`src/rtl/bram_adder_arbiter_if.sv`:
```
// Request/response bundle between client logic and the shared A+B+1 adder.
// The slave side is the arbiter; the master side is the client/consumer.
interface bram_adder_arbiter_if #(
  parameter int WIDTH = 4,
  parameter int N_REQ = 4,
  parameter int TAG_W = 2
);
  logic                   flush;
  logic [N_REQ-1:0]       req_valid;
  logic [N_REQ-1:0]       req_ready;
  logic [N_REQ*WIDTH-1:0] req_a;
  logic [N_REQ*WIDTH-1:0] req_b;
  logic                   rsp_valid;
  logic                   rsp_ready;
  logic [WIDTH-1:0]       rsp_data;
  logic                   rsp_carry;
  logic [TAG_W-1:0]       rsp_tag;
  logic                   busy;

  modport master (
    output flush, req_valid, req_a, req_b, rsp_ready,
    input  req_ready, rsp_valid, rsp_data, rsp_carry, rsp_tag, busy
  );

  modport slave (
    input  flush, req_valid, req_a, req_b, rsp_ready,
    output req_ready, rsp_valid, rsp_data, rsp_carry, rsp_tag, busy
  );
endinterface

```
`src/rtl/bram_adder_arbiter.sv`:
```
// Round-robin arbiter sharing one registered A+B+1 adder across N_REQ requesters,
// followed by a LAT-deep tagged result pipeline with response backpressure.
module bram_adder_arbiter #(
  parameter int WIDTH = 4,
  parameter int N_REQ = 4,
  parameter int TAG_W = 2,
  parameter int LAT   = 2
) (
  input  logic                 clk,
  input  logic                 rst_n,
  bram_adder_arbiter_if.slave  bus
);

  logic [LAT-1:0]   stg_valid;
  logic [TAG_W-1:0] stg_tag [LAT];
  logic [WIDTH:0]   stg_res [LAT];

  logic [TAG_W-1:0] ptr;
  logic [TAG_W-1:0] grant;
  logic [TAG_W-1:0] ptr_next;
  logic [TAG_W:0]   idx;
  logic             found;
  logic             advance;
  logic             xfer;
  logic [WIDTH-1:0] op_a;
  logic [WIDTH-1:0] op_b;
  logic [WIDTH:0]   sum;

  // The whole pipe moves as one; a stalled output freezes every stage.
  assign advance = !stg_valid[LAT-1] || bus.rsp_ready;

  always_comb begin
    grant = ptr;
    found = 1'b0;
    idx   = '0;
    for (int i = 0; i < N_REQ; i++) begin
      idx = {1'b0, ptr} + (TAG_W+1)'(i);
      if (idx >= (TAG_W+1)'(N_REQ)) idx = idx - (TAG_W+1)'(N_REQ);
      if (!found && bus.req_valid[idx[TAG_W-1:0]]) begin
        found = 1'b1;
        grant = idx[TAG_W-1:0];
      end
    end
  end

  // rst_n gating keeps req_ready low for the whole time reset is held.
  assign xfer = found && advance && !bus.flush && rst_n;

  always_comb begin
    bus.req_ready = '0;
    if (xfer) bus.req_ready[grant] = 1'b1;
  end

  assign ptr_next = (grant == TAG_W'(N_REQ-1)) ? '0 : grant + TAG_W'(1);
  assign op_a     = bus.req_a[grant*WIDTH +: WIDTH];
  assign op_b     = bus.req_b[grant*WIDTH +: WIDTH];
  assign sum      = {1'b0, op_a} + {1'b0, op_b} + (WIDTH+1)'(1);

  always_ff @(posedge clk or negedge rst_n) begin
    if (!rst_n) begin
      stg_valid <= '0;
      ptr       <= '0;
      for (int s = 0; s < LAT; s++) begin
        stg_tag[s] <= '0;
        stg_res[s] <= '0;
      end
    end else if (bus.flush) begin
      stg_valid <= '0;
    end else if (advance) begin
      stg_valid[0] <= xfer;
      stg_tag[0]   <= grant;
      stg_res[0]   <= sum;
      for (int s = 1; s < LAT; s++) begin
        stg_valid[s] <= stg_valid[s-1];
        stg_tag[s]   <= stg_tag[s-1];
        stg_res[s]   <= stg_res[s-1];
      end
      if (xfer) ptr <= ptr_next;
    end
  end

  assign bus.rsp_valid = stg_valid[LAT-1];
  assign bus.rsp_data  = stg_res[LAT-1][WIDTH-1:0];
  assign bus.rsp_carry = stg_res[LAT-1][WIDTH];
  assign bus.rsp_tag   = stg_tag[LAT-1];
  assign bus.busy      = |stg_valid;

endmodule

```
`src/flat_wrapper.sv`:
```
// flat-port wrapper written by rule: the top's interface ports become plain ports
module bram_adder_arbiter_flat 
#(
  parameter int WIDTH = 4,
  parameter int N_REQ = 4,
  parameter int TAG_W = 2,
  parameter int LAT   = 2
)
  (clk, rst_n, bus_flush, bus_req_valid, bus_req_a, bus_req_b, bus_rsp_ready, bus_req_ready, bus_rsp_valid, bus_rsp_data, bus_rsp_carry, bus_rsp_tag, bus_busy);
  bram_adder_arbiter_if #(.WIDTH(WIDTH), .N_REQ(N_REQ), .TAG_W(TAG_W)) bus_i ();
  input  logic clk;
  input  logic rst_n;
  input wire logic [$bits(bus_i.flush)-1:0] bus_flush;
  input wire logic [$bits(bus_i.req_valid)-1:0] bus_req_valid;
  input wire logic [$bits(bus_i.req_a)-1:0] bus_req_a;
  input wire logic [$bits(bus_i.req_b)-1:0] bus_req_b;
  input wire logic [$bits(bus_i.rsp_ready)-1:0] bus_rsp_ready;
  output wire logic [$bits(bus_i.req_ready)-1:0] bus_req_ready;
  output wire logic [$bits(bus_i.rsp_valid)-1:0] bus_rsp_valid;
  output wire logic [$bits(bus_i.rsp_data)-1:0] bus_rsp_data;
  output wire logic [$bits(bus_i.rsp_carry)-1:0] bus_rsp_carry;
  output wire logic [$bits(bus_i.rsp_tag)-1:0] bus_rsp_tag;
  output wire logic [$bits(bus_i.busy)-1:0] bus_busy;
  assign bus_i.flush = bus_flush;
  assign bus_i.req_valid = bus_req_valid;
  assign bus_i.req_a = bus_req_a;
  assign bus_i.req_b = bus_req_b;
  assign bus_i.rsp_ready = bus_rsp_ready;
  assign bus_req_ready = bus_i.req_ready;
  assign bus_rsp_valid = bus_i.rsp_valid;
  assign bus_rsp_data = bus_i.rsp_data;
  assign bus_rsp_carry = bus_i.rsp_carry;
  assign bus_rsp_tag = bus_i.rsp_tag;
  assign bus_busy = bus_i.busy;
  bram_adder_arbiter #(.WIDTH(WIDTH), .N_REQ(N_REQ), .TAG_W(TAG_W), .LAT(LAT)) u_core (.clk(clk), .rst_n(rst_n), .bus(bus_i));
endmodule
```
`config.mk`:
```
export PLATFORM = sky130hd
export DESIGN_NAME = bram_adder_arbiter_flat
export DESIGN_NICKNAME = d
export VERILOG_FILES = /design/src/rtl/bram_adder_arbiter_if.sv /design/src/rtl/bram_adder_arbiter.sv /design/src/flat_wrapper.sv
export SDC_FILE = /design/constraint.sdc
export NUM_CORES = 1
export LEC_CHECK = 0
export BUFFER_PORTS_ARGS = -buffer_cell sky130_fd_sc_hd__buf_2
export CAP_MARGIN = 20
export CORE_ASPECT_RATIO = 0.75
export CORE_MARGIN = 2
export CORE_UTILIZATION = 43
export DETAILED_ROUTE_END_ITERATION = 6
export PLACE_DENSITY = 0.74
export SLEW_MARGIN = 25
export SYNTH_ARGS = -nofsm -noshare
export SYNTH_HDL_FRONTEND = slang
export SYNTH_SLANG_ARGS = --single-unit
```
`constraint.sdc`:
```
create_clock -name clk -period 2.5 [get_ports clk]
set_clock_uncertainty 0.15 [all_clocks]
set_input_delay 0 -clock clk [delete_from_list [all_inputs] [get_ports clk]]
set_output_delay 0 -clock clk [all_outputs]
set_load 0.02 [all_outputs]
```
# == Word level (Yosys, flattened, before mapping) ==
# Index checks and enable logic that the tools add are counted.
# op_classes
reduce_logical,17
n_mux,26
n_lt_le_gt_ge,10
n_bitwise,1
addsub,10
eq_ne,1
shift,2
# ops
op,count
$shiftx A16 B5 Y4,2
$mux W2,11
$lt A2 B3 Y1 const B,5
$ge A3 B3 Y1 const B,3
$mux W1,9
$bmux W1 S2,4
$sub A2 B1 Y2 const B,4
$logic_and A1 B1 Y1,7
$add A2 B2 Y3 const B,2
$add A4 B4 Y5,1
$add A5 B1 Y5 const B,1
$logic_not A1 Y1,5
$mux W4,1
$add A2 B1 Y3 const B,1
$ge A2 B3 Y1 const B,1
$reduce_and A3 Y1,1
$add A2 B1 Y2 const B,1
$demux W1 S2,1
$eq A2 B2 Y1 const B,1
$ge A2 B1 Y1 const B,1
$reduce_and A2 Y1,1
$reduce_bool A2 Y1,1
$reduce_or A2 Y1,1
$logic_or A1 B1 Y1,1
$not A1 Y1,1
# totals
output_inout_bits,13
in_bits,40
regBits,18
wordCells,73

# == Logic depth before layout (Yosys ltp) ==
# depth
word_depth,19
ltp_mapped,12
ltp_nobuf,11

# == Least setup slack after synthesis ==
# Ideal clock, no wire load.
# synth_timing
path_type,register -> register
start,register u_core.ptr[0]
end,register u_core.stg_res[9] (netlist bit)
arrival_time_ps,2201
required_ps,2222
path_slack_ps,22
path_stages_with_launch,13
setup_time_ps,128
period_less_slack_ps,2478
n_path_buf,1
path_cell_list,dfrtp_1 > nor2b_1 > a2bb2oi_1 > o211ai_2 > buf_6 > mux2i_1 > mux2_2 > ha_1 > inv_1 > fa_1 > a21o_1 > a21oi_1 > o21ai_0
# synth_via
elab_chain_cells,17
elab_cells_between_ends,40
classes_between,add/sub (9); order compare (4); shift (2); mux (19); reduce/logical (6)
# synth_rtl
element,line_no,text
from (decl),bram_adder_arbiter.sv:18,logic [TAG_W-1:0] ptr;
from (signal assigned),bram_adder_arbiter.sv:78,if (xfer) ptr <= ptr_next;
"parallel branches: the longest is 13 deep, another holds $add A2 B1 Y3",n/a,
$mux W2 (*),bram_adder_arbiter.sv:39,if (!found && bus.req_valid[idx[TAG_W-1:0]]) begin
"$shiftx A16 B5 Y4, on equally long branches","bram_adder_arbiter.sv:55, bram_adder_arbiter.sv:56",
$add A4 B4 Y5 (*),bram_adder_arbiter.sv:57,"assign sum = {1'b0, op_a} + {1'b0, op_b} + (WIDTH+1)'(1);"
$add A5 B1 Y5 (*),bram_adder_arbiter.sv:57,
"to (signal, indexed assignment)",bram_adder_arbiter.sv:76,stg_res[s] <= stg_res[s-1];
to (decl),bram_adder_arbiter.sv:16,logic [WIDTH:0] stg_res [LAT];
# Every way passes the cells marked *. The select of a mux whose other input is x is not followed.
# A chain may end at the register's enable or synchronous reset.

# == Worst setup path after layout ==
# layout_timing
start,register u_core.ptr[0]
end,register u_core.stg_res[7] (netlist bit)
# The elaborated chain is that of the path after synthesis.

==> impl_metrics.yaml <==
run_status:
  status: "finished, violations left"
  failed_checks: "negative setup slack"
global_routing:
  gr-total-overflow: 0
  antenna_found_initial: 0
  grt_pass1_vias: 1224
  grt_pass1_wl_um: 4880
  grt_max_degree: 20
  track_usage: 0.190
floorplan:
  die-area_um2: 3440
  start_util: 0.444
  die_h_um: 51.3
  die_x_um: 67.1
  ios: 53
  rows: 17
  core_area_um2: 2890
drt:
  vias_per_cell: 4.99
  vias: 1202
  drt_iter0_drc: 46
  routedWlPerCell_um: 13.4
  wirelength_um: 3230
  ant_nets: 0
  remaining_drc_errors: 0
  dr.pass1.iters: 4
pwr:
  p_per_area_nw_per_um2: 1030
  power.leakage_nw: 0.996
  peakVddDrop_mv: 0.546
place:
  io_buffers: 52
  pre_cts_slack_ns: -0.161
  gp_congestion: 0.752
  placed_area_um2: 1590
  hpwl_um: 2200
synthesis:
  ys_async_sr_fraction: 1.00
  yosysWarnings: 0
  synth.largest_area_cell: "dfrtp_1"
  syn_nets: 188
  ys_ff_latch: 18
  ys_seq_area_frac: 0.351
  synth_top_area_share: 0.351
  syn_area_um2: 1280
  synth-edff-count: 0
  synth_area_leaders: "dfrtp_1, mux2i_1, nand2_1"
  synth_cells: 139
  avgSynthCellArea_um2: 9.24
  post_synth_num_cell_types: 28
  ys.flop_type: "dfrtp_1"
timing:
  finalCriticalPeriod_ns: 2.68
  setup_viol: 4
  slew_headroom: 0.628
  fin_crit_sh: 1.07
  final_max_slew_viol_count: 0
  max_freq_ghz: 0.374
  rsz0062_at_grt: "yes"
  setup_slack_ns: -0.176
  whs_ns: 0.0583
  worst_pin_slew_ns: 0.551
  finalHoldViolations: 0
cts:
  cts_root_buf: "clkbuf_8"
  insertion_delay_ns: 0.25
  cts_tree: "yes"
  h-tree-depth: 1
  cts_buffers: 3
  clock_sinks: 18
  clk_pin_slew_worst_paths_ns: 0.07
  clockBufferDepth: 2
finish:
  final_common_cell: "buf_2"
  diodes: 0
  fin_nets: 253
  layout_common_cells: "buf_2, nand2_1, dfrtp_1"
  fin_area_um2: 1840
  layout-drive-gt1-share: 0.453
  area_growth_syn_to_layout_pct: 43.3
flow_run:
  drv_cap: 0
setup_path:
  cp-end-kind: "flip-flop"
  startpoint_type: "flip-flop"
  criticalPathCategory: "flip-flop to flip-flop"
  crit_fanout: 3
  cp.required_ns: 2.53
  critPathArrivalTime_ns: 2.70
worst_hold_path:
  hp-class: "input pin to async pin"
==> final cells by class <==
| cell class | count | area, um2 |
|---|---|---|
| Tap cell | 38 | 47.5 |
| Multi-Input combinational cell | 106 | 813 |
| Inverter | 4 | 15.0 |
| Fill cell | 247 | 1050 |
| Timing Repair Buffer | 71 | 457 |
| Sequential cell | 18 | 452 |
| Clock buffer | 4 | 55.1 |
==> synthesized netlist by cell type (all sizes together) (2+ instances only) <==
library cell / number
inv: 4
a21o: 2
nor2: 7
o21ai: 8
dfrtp: 18
nor2b: 4
a21oi: 4
ha: 8
nand2: 33
mux2: 4
or2: 2
mux2i: 22
and2: 4
buf: 11
==> where the power goes <==
part | internal, mW | switching, mW | total (mW)
Combinational | 0.621 | 0.566 | 1.19
Clock | 0.140 | 0.0921 | 0.232
Sequential | 0.406 | 0.0718 | 0.478
==> metal layers <==
metal,track usage,up-vias,part of all wire
li1,-,586,-
met1,0.195,565,0.40
met3,0.0308,9,0.040
met5,0,-,0
met2,0.347,42,0.54
met4,0.136,0,0.027
==> state kept, by name, summed over array words and instances (netlist names) <==
| register | count |
|---|---|
| u_core.stg_res | 5 |
| u_core.bus.rsp_data | 4 |
| u_core.bus.rsp_tag | 2 |
| u_core.ptr | 2 |
| u_core.stg_tag | 2 |
| u_core.stg_valid | 2 |
| u_core.bus.rsp_carry | 1 |
==> cells by family after synthesis <==
kind of cell    after synthesis  share of synthesized area
compound gates               18                     0.0887
fa+ha+maj                     9                     0.0936
simple gates                 51                      0.173
mux                          26                      0.207
xor+xnor                      2                     0.0136
flops                        18                      0.351
buf+inv                      15                     0.0731
==> path summary, 6_finish.rpt <==
path	startpoint	endpoint	slack, ns	cells after the start
worst max-delay path	u_core.ptr[0]$_DFFE_PN0P_	u_core.stg_res[7]$_DFFE_PN0P_	-0.18	13
worst min-delay path	rst_n	u_core.bus.rsp_tag[0]$_DFFE_PN0P_	0.06	2
worst max register to register	u_core.ptr[0]$_DFFE_PN0P_	u_core.stg_res[7]$_DFFE_PN0P_	-0.18	13
worst min register to register	u_core.bus.rsp_data[3]$_DFFE_PN0P_	u_core.bus.rsp_data[3]$_DFFE_PN0P_	0.32	2
max in group asynchronous	rst_n	u_core.ptr[1]$_DFFE_PN0P_	1.82	2
min in group clk	bus_req_a[15]	u_core.stg_res[9]$_DFFE_PN0P_	0.20	6
==> stage by stage <==
stage	cells	total power, mW	util	TNS (ns)
floorplan	139	1.14	-	0
global placement	226	1.33	0.548	-0.0802
detailed placement	226	1.39	0.548	-0.427
CTS	240	1.82	0.624	-0.348
global route	241	2.02	0.636	-0.912
finish	241	1.90	0.636	-0.586
==> worst max-delay path, stage by stage, from the launching register on <==
cell       delay, ns
dfrtp_1         0.41
nor2b_4         0.15
a2bb2oi_2       0.13
o211ai_2        0.21
buf_12          0.15
buf_12          0.10
mux2i_1         0.19
mux2_4          0.19
ha_4            0.13
inv_2           0.04
fa_2            0.35
buf_4           0.15
xnor2_2         0.12
o21ai_1         0.12
==> timing repair <==
action,in CTS,in global routing
gates resized for setup,20,8
hold buffers,4,0
pin swaps,8,1
setup buffers,6,1
cloned,0,0
hold endpoints to repair,20,0
endpoints found under the setup margin,3,4
(Power assumes the default switching activity.)
